[src/rtl/max_score_tracker_pkg.sv]
// Shared definitions for the max score tracker: data widths, reduction-tree latency, FSM encoding.
// Optional threshold reporting is enabled with the MAX_TRACKER_THRESH_EN macro (see max_score_tracker).
package max_score_tracker_pkg;

  localparam int V_E_F_BIT      = 18;
  localparam int MAX_T_SIZE_LOG = 13;

  // Must track the register depth of the myMax64 reduction tree.
  localparam int MAXTRK_LATENCY = 2;

  localparam logic [1:0] ST_IDLE_ENC  = 2'd0;
  localparam logic [1:0] ST_RUN_ENC   = 2'd1;
  localparam logic [1:0] ST_DRAIN_ENC = 2'd2;
  localparam logic [1:0] ST_DONE_ENC  = 2'd3;

  typedef enum logic [1:0] {
    ST_IDLE  = ST_IDLE_ENC,
    ST_RUN   = ST_RUN_ENC,
    ST_DRAIN = ST_DRAIN_ENC,
    ST_DONE  = ST_DONE_ENC
  } state_t;

endpackage

[src/rtl/max_score_tracker_strobe_delay.sv]
// LATENCY-deep {valid, last} shift register with synchronous clear; the tap lines a strobe
// up with a datapath result that arrives LATENCY cycles later.
module strobe_delay #(
  parameter int LATENCY = 2
) (
  input  logic clk,
  input  logic rst_n,
  input  logic clr,
  input  logic in_valid,
  input  logic in_last,
  output logic out_valid,
  output logic out_last
);

  logic [LATENCY-1:0] valid_sr;
  logic [LATENCY-1:0] last_sr;

  always_ff @(posedge clk or negedge rst_n) begin
    if (!rst_n) begin
      valid_sr <= '0;
      last_sr  <= '0;
    end else if (clr) begin
      valid_sr <= '0;
      last_sr  <= '0;
    end else begin
      // last is stored pre-qualified so the tap never shows a stray last without valid
      valid_sr[0] <= in_valid;
      last_sr[0]  <= in_valid & in_last;
      for (int i = 1; i < LATENCY; i++) begin
        valid_sr[i] <= valid_sr[i-1];
        last_sr[i]  <= last_sr[i-1];
      end
    end
  end

  assign out_valid = valid_sr[LATENCY-1];
  assign out_last  = last_sr[LATENCY-1];

endmodule

[src/rtl/max_score_tracker.sv]
// Tracks the best per-column score (and its column) over one query pass downstream of myMax64.
// Define MAX_TRACKER_THRESH_EN to add threshold-hit reporting (thresh, hit, hit_col).
module max_score_tracker
  import max_score_tracker_pkg::*;
#(
  parameter int DATA_WIDTH = V_E_F_BIT,
  parameter int COL_WIDTH  = MAX_T_SIZE_LOG,
  parameter int LATENCY    = MAXTRK_LATENCY
) (
  input  logic                  clk,
  input  logic                  rst_n,
  input  logic                  start,
  input  logic                  col_valid,
  input  logic                  col_last,
  input  logic [DATA_WIDTH-1:0] max_in,
  output logic                  max_init,
  output logic                  busy,
  output logic                  out_valid,
  input  logic                  out_ready,
  output logic [DATA_WIDTH-1:0] out_score,
  output logic [COL_WIDTH-1:0]  out_col,
`ifdef MAX_TRACKER_THRESH_EN
  input  logic [DATA_WIDTH-1:0] thresh,
  output logic                  hit,
  output logic [COL_WIDTH-1:0]  hit_col,
`endif
  output logic [1:0]            state_dbg
);

  // Result handshake: out_valid rises on DONE entry and stays high with out_score/out_col
  // frozen until the cycle out_ready is sampled high; a transfer happens on valid & ready.

  state_t                state;
  logic [DATA_WIDTH-1:0] best;
  logic [COL_WIDTH-1:0]  best_col;
  logic [COL_WIDTH-1:0]  col_cnt;

  logic                  accept_start;
  logic                  push;
  logic                  d_valid;
  logic                  d_last;
  logic [DATA_WIDTH-1:0] score_s;
  logic                  take;
  logic [DATA_WIDTH-1:0] best_nxt;
  logic [COL_WIDTH-1:0]  best_col_nxt;

  assign accept_start = (state == ST_IDLE) && start;
  assign push         = (state == ST_RUN) && col_valid;
  assign state_dbg    = state;

  strobe_delay #(
    .LATENCY (LATENCY)
  ) u_strobe_delay (
    .clk       (clk),
    .rst_n     (rst_n),
    .clr       (accept_start),
    .in_valid  (push),
    .in_last   (col_last),
    .out_valid (d_valid),
    .out_last  (d_last)
  );

  always_comb begin
    // Negative maxima are clamped to zero; a strictly larger score is needed to move the best,
    // so ties keep the earlier column.
    score_s      = max_in[DATA_WIDTH-1] ? '0 : max_in;
    take         = d_valid && (score_s[DATA_WIDTH-2:0] > best[DATA_WIDTH-2:0]);
    best_nxt     = take ? score_s : best;
    best_col_nxt = take ? col_cnt : best_col;
  end

  always_ff @(posedge clk or negedge rst_n) begin
    if (!rst_n) begin
      state     <= ST_IDLE;
      best      <= '0;
      best_col  <= '0;
      col_cnt   <= '0;
      max_init  <= 1'b1;
      busy      <= 1'b0;
      out_valid <= 1'b0;
      out_score <= '0;
      out_col   <= '0;
    end else begin
      unique case (state)
        ST_IDLE: begin
          if (start) begin
            state    <= ST_RUN;
            best     <= '0;
            best_col <= '0;
            col_cnt  <= '0;
            max_init <= 1'b0;
            busy     <= 1'b1;
          end
        end
        ST_RUN, ST_DRAIN: begin
          if (d_valid) begin
            best     <= best_nxt;
            best_col <= best_col_nxt;
            if (col_cnt != '1) col_cnt <= col_cnt + 1'b1;
          end
          if ((state == ST_RUN) && col_valid && col_last) state <= ST_DRAIN;
          if (d_valid && d_last) begin
            state     <= ST_DONE;
            out_valid <= 1'b1;
            out_score <= best_nxt;
            out_col   <= best_col_nxt;
            max_init  <= 1'b1;
          end
        end
        ST_DONE: begin
          if (out_ready) begin
            state     <= ST_IDLE;
            out_valid <= 1'b0;
            busy      <= 1'b0;
          end
        end
        default: state <= ST_IDLE;
      endcase
    end
  end

`ifdef MAX_TRACKER_THRESH_EN
  logic [DATA_WIDTH-1:0] thresh_q;

  always_ff @(posedge clk or negedge rst_n) begin
    if (!rst_n) begin
      thresh_q <= '0;
      hit      <= 1'b0;
      hit_col  <= '0;
    end else if (accept_start) begin
      thresh_q <= thresh;
      hit      <= 1'b0;
      hit_col  <= '0;
    end else if (((state == ST_RUN) || (state == ST_DRAIN)) && d_valid && !hit &&
                 (score_s >= thresh_q)) begin
      hit     <= 1'b1;
      hit_col <= col_cnt;
    end
  end
`endif

endmodule

[config.mk]
export PLATFORM = sky130hd
export DESIGN_NAME = max_score_tracker
export DESIGN_NICKNAME = d
export VERILOG_FILES = /design/src/rtl/max_score_tracker_pkg.sv /design/src/rtl/max_score_tracker_strobe_delay.sv /design/src/rtl/max_score_tracker.sv
export SDC_FILE = /design/constraint.sdc
export NUM_CORES = 1
export LEC_CHECK = 0
export ABC_AREA = 1
export CELL_PAD_IN_SITES_DETAIL_PLACEMENT = 1
export CELL_PAD_IN_SITES_GLOBAL_PLACEMENT = 1
export CORE_MARGIN = 3
export CORE_UTILIZATION = 28
export DETAILED_ROUTE_END_ITERATION = 10
export PLACE_DENSITY_LB_ADDON = 0.1
export SYNTH_ARGS = -nofsm -noshare
export SYNTH_HDL_FRONTEND = slang
export SYNTH_SLANG_ARGS = --single-unit
[constraint.sdc]
create_clock -name clk -period 1.8 [get_ports clk]
set_input_delay 0.18 -clock clk [delete_from_list [all_inputs] [get_ports clk]]
set_output_delay 0.18 -clock clk [all_outputs]
set_load 0.005 [all_outputs]
Word-level counts from Yosys, hierarchy flattened
Cells that the tools add are included.

Flip-flop bits (word level): 84. Bits in latches: 0. Bits in writable memories: 0. ROM bits: 0. Output and inout bits: 36. Logic and storage cells: 67. Memories kept: 0.

Add/sub/neg operators: 1. $mul: 0. Divide/modulo/power cells: 0. Order comparisons: 1. Equal/unequal tests: 10. Shift operators: 0. Multiplexer cells: 26. Bitwise operators: 1. Reduce and logical (&&, ||, !) cells: 17.

Operators by type and width (count): $mux W13 (5); $mux W18 (3); $pmux W13 S2 (2); $pmux W18 S2 (1); $gt A17 B17 Y1 (1); $mux W17 (1); $reduce_and A3 Y1 (5); $add A13 B1 Y13 const B (1); $ne A13 B13 Y1 const B (1); $mux W2 (6); $ne A2 B2 Y1 const B (4); $pmux W1 S2 (3); $pmux W2 S3 (1); $reduce_bool A2 Y1 (3); $logic_and A1 B1 Y1 (5); $eq A2 B2 Y1 const B (2); $mux W1 (4); $reduce_and A4 Y1 (1); $ne A3 B3 Y1 const B (1); $eq A2 B1 Y1 const B (1); $logic_not A2 Y1 (1); $ne A2 B1 Y1 const B (1); $reduce_and A2 Y1 (1); $reduce_or A2 Y1 (1); $and A1 B1 Y1 (1).

Logic depth before layout (Yosys ltp)
Depth after elaboration: 6. Depth in mapped cells: 18. Mapped depth without buffers: 16.

By module
Synthesis repeated with hierarchy kept, for this count alone.

Cell total of the unflattened synthesis: 627. Area, all modules: 4919.7 sq um.

By module, submodules not included: max_score_tracker (times used 1, cells each 615, area each 4787.1 sq um); strobe_delay (times used 1, cells each 12, area each 132.6 sq um).

Worst setup path after synthesis
Ideal clock, no wire load.

Path kind: input to register. Start: in max_in[17]. End: reg out_col[3]. Arrival time: 1.864 ns. Setup slack: -0.182 ns. Cell stages on the path: 14. Cells stage by stage: clkinv_1 > clkbuf_1 > nand2_1 > inv_1 > ha_1 > nand2_1 > nor2_4 > nand3_2 > o21a_4 > nand2_8 > buf_12 > nand2_4 > nand3_1 > nand2_1.

Cells in the longest elaborated chain, start to end: 4.

RTL lines: start: declaration (RTL line max_score_tracker.sv:15) `input logic [DATA_WIDTH-1:0] max_in,`; $mux W17 (RTL line max_score_tracker.sv:66) `score_s = max_in[DATA_WIDTH-1] ? '0 : max_in;`; $gt A17 B17 Y1 (RTL line max_score_tracker.sv:67) `take = d_valid && (score_s[DATA_WIDTH-2:0] > best[DATA_WIDTH-2:0]);`; $logic_and A1 B1 Y1 (RTL line max_score_tracker.sv:67); $mux W13 (RTL line max_score_tracker.sv:69) `best_col_nxt = take ? col_cnt : best_col;`; end signal: assignment (RTL line max_score_tracker.sv:106) `out_col <= best_col_nxt;`; end: declaration (RTL line max_score_tracker.sv:21) `output logic [COL_WIDTH-1:0] out_col,`.

Every way passes these cells. A chain may end at the register's enable or synchronous reset.

Final worst setup path
Start: reg best[10]. End: reg out_col[4].

Cells in the longest elaborated chain, start to end: 3.

RTL lines: start: declaration (RTL line max_score_tracker.sv:34) `logic [DATA_WIDTH-1:0] best;`; start signal: assignment (RTL line max_score_tracker.sv:97) `best <= best_nxt;`; $gt A17 B17 Y1 (RTL line max_score_tracker.sv:67); $logic_and A1 B1 Y1 (RTL line max_score_tracker.sv:67); $mux W13 (RTL line max_score_tracker.sv:69).

Every way passes these cells.

==> reports/results.tsv <==
stage	metric	value	unit
status	status	finished, violations left	
status	violations	setup timing	
timing	rsz0062_at_grt	yes	
floorplanning	core-area	0.0168	mm2
timing	setup_viol	61	
timing	skew	0.00860	ns
synthesis	synth_top_family_by_area	simple AND/OR/NAND/NOR gates	
synthesis	synthXorXnorAreaFrac	0	%
global_routing	grt_max_degree	43	
timing	relSlewSlack	69.2	%
timing	setup_tns	-8.25	ns
critical_path	crit_arrival	2.26	ns
routing	route.detailed.drc	0	
routing	vias	4611	
synthesis	syn_area	0.00487	mm2
critical_path	critPathSlowestCell	dfrtp_1	
clock_network	cts_tree	done	
routing	dr.pass1.iters	4	
routing	wl_per_cell	16.6	um
floorplanning	die_y	138	um
critical_path	rr_worst_depth	11	
critical_path	critPathMaxFanout	22	
critical_path	crit_type	flop to flop	
timing	min_period	1.98	ns
timing	clock.fmax	0.505	GHz
critical_path	start_kind	flop	
placement	port_buffers	59	
cells_and_area	antennaDiodeCount	0	
placement	dp_hpwl	10.6	mm
synthesis	synthAdderAreaFrac	5.40	%
timing	hold_viol	0	
clock_network	cts_buffer_depth	2	
synthesis	ys_top_cells_by_area	dfrtp_1 (43%), nand2_1 (15%), nand3_1 (11%), inv_1 (6.2%), ha_1 (5.4%)	
global_routing	antenna_found_initial	0	
clock_network	clk_pin_slew	0.06	ns
synthesis	yosysWarnings	0	
synthesis	async_flop_share	100	%
synthesis	avgSynthCellArea	7.79	um2
clock_network	clkLatencyLatePin	0.35	ns
routing	drt_wl_total	16.2	mm
global_routing	grt-ovfl-total	0	
floorplanning	dieArea	0.0190	mm2
hold_path	min_from	max_in[8]	
critical_path	cpMostUsedCell	nand3_2	
floorplanning	top_level_ports	60	
floorplanning	fp.dieW	138	um
critical_path	worstSetupStartpoint	best[10]	
synthesis	yosys.area.top_type	dfrtp_1	
routing	ant_nets	0	
placement	dpl_cell_area	0.00614	mm2
hold_path	hold_depth	5	
placement	routabilityCongestion	0.818	
global_routing	grt_usage	17.7	%
synthesis	synth-main-ff-cell	dfrtp_1	
power	power_density	1470	mW/mm2
cells_and_area	final_area	0.00750	mm2
critical_path	max_stage_delay	0.37	ns
synthesis	synth-simple-area-share	37.7	%
timing	report.final.slew_viol_count	0	
timing	finalCritPeriodShare	110	%
synthesis	synth_cell_types	35	
power	vdd_ir_drop_max	0.000900	V
timing	final.setup.worst_slack	-0.179	ns
synthesis	seq_area_frac_synth	43.2	%
cells_and_area	layout-drive-gt1-share	37.7	%
global_routing	grt_pass1_wl	26.2	mm
synthesis	synth-edff-count	0	
synthesis	synth-seq-cells	84	
critical_path	worstReg2RegStart	best[10]	
hold_path	worstHoldPathType	input pin to flop	
critical_path	cp_data_required_time	2.08	ns
clock_network	htree_levels	3	
synthesis	synth_top_area_share	42.7	%
synthesis	synth_commonest_cells	nand2_1 (195), nand3_1 (104), dfrtp_1 (83), inv_1 (80), nor2_1 (23)	
floorplanning	num_rows	47	
synthesis	synth_nets	670	
synthesis	yosysMostFrequentCell	nand2_1	
clock_network	clkSinkCount	84	
synthesis	synth_mux_area_share	0	%
flow_run	drv_cap	0	
routing	drt_iter0_markers	120	
global_routing	grt_pass1_vias	5004	
synthesis	syn_inst	625	
critical_path	cp-end-kind	flop	
cells_and_area	syn_to_final_growth	54.2	%
synthesis	synth_compound_area_share	3.83	%
clock_network	cts_root_buf	clkbuf_16	
routing	post_drt_via_cell_ratio	4.71	
cells_and_area	nets	799	
power	leakagePower	3.51	nW
clock_network	cts_made_buffers	9	
timing	tightest_slew	0.461	ns
critical_path	crit_chain	inv_2, ha_4, nand2_4, nor2_4, nand3_2, buf_6, o21a_4, buf_12, nand3_1, nand3_2, nand2_2	
floorplanning	start_util	28.9	%
sequential cells by signal (all words and copies together) (netlist names), 2 cells and up:
name                     flops
best                        18
out_score                   18
best_col                    13
col_cnt                     13
out_col                     13
state_dbg                    2
u_strobe_delay.last_sr       2
u_strobe_delay.valid_sr      2
layout by cell type (no fill, tap or decap), types with 2 or more instances in the layout:
cell type / instances
o21ai_0: 5
nand2_4: 31
ha_4: 13
nand2_1: 169
nand3_4: 2
dfrtp_1: 83
nor2_1: 20
nand2_8: 2
buf_4: 63
clkinv_4: 4
nand2_2: 25
clkbuf_16: 9
nor3_1: 5
clkbuf_8: 2
a21o_1: 2
clkdlybuf4s50_1: 55
o21ai_4: 2
dlymetal6s2s_1: 2
inv_1: 64
nor2_2: 5
a21oi_1: 6
buf_16: 2
nand3_1: 28
nand4_1: 11
ha_1: 8
nor2_4: 4
buf_6: 5
o21ai_1: 10
buf_12: 12
inv_2: 17
bufinv_16: 3
nand3_2: 76
stage by stage:
step	utilization (%)	hold slack (ns)	std cells	power [W]	setup slack [ns]
after floorplan	-	-0.116	625	0.00546	0.00880
after global placement	36.5	0.165	935	0.00760	-0.784
after detailed placement	36.5	0.164	935	0.00772	-0.838
after CTS	42.5	0.330	971	0.0107	-0.177
after global routing	44.6	0.277	979	0.0118	-0.294
final	44.6	0.252	979	0.0110	-0.179
critical path, delay by kind of cell (launching register included):
family | cells | cell delay, ns
simple gates | 6 | 0.64
buf+inv | 3 | 0.37
compound gates | 1 | 0.23
flops | 1 | 0.37
fa+ha+maj | 1 | 0.28
where the power goes:
part           internal (W)  switching, W
sequential          0.00252      0.000424
clock               0.00144      0.000840
combinational       0.00261       0.00318
total               0.00657       0.00444
layout make-up:
type | count | area (um2)
clock inverters | 5 | 108
fillers | 1989 | 9320
flip-flops and latches | 84 | 2100
repair inverters | 2 | 13.8
clock buffers | 11 | 253
multi-input cells | 433 | 3020
repair buffers | 141 | 1420
well taps | 220 | 275
inverters | 83 | 319
worst paths after layout:
| path | to | slack [ns] |
|---|---|---|
| max | out_col[4] | -0.18 |
| min | out_score[8] | 0.25 |
| max reg2reg | out_col[4] | -0.18 |
| min reg2reg | u_strobe_delay.last_sr[1] | 0.48 |
| max in group asynchronous | out_col[0] | 0.87 |
| min in group asynchronous | out_score[1] | 0.33 |
per-layer routing:
| layer | track usage [%] | wire [um] | part of all wire, % | vias to the layer above |
|---|---|---|---|---|
| li1 | - | - | - | 2238 |
| met1 | 21.4 | 7070 | 44 | 2314 |
| met2 | 32.7 | 8620 | 53 | 51 |
| met3 | 3.40 | 411 | 2.5 | 8 |
| met4 | 3.79 | 131 | 0.81 | 0 |
| met5 | 0 | 0 | 0 | - |
repair_timing:
item	in CTS	in global routing
gates resized for setup	91	73
gates cloned	4	1
buffers inserted	16	7
endpoints found under the hold margin	26	0
hold buffers	1	0
pin swaps	27	40
setup endpoints to repair	66	74
kinds of logic after synthesis:
logic type	Yosys count
and+or+nand+nor	380
DFF	84
AOI/OAI and AO/OA	31
buffers and inverters	109
adders and majority gates	21
(Power assumes the default switching activity.)
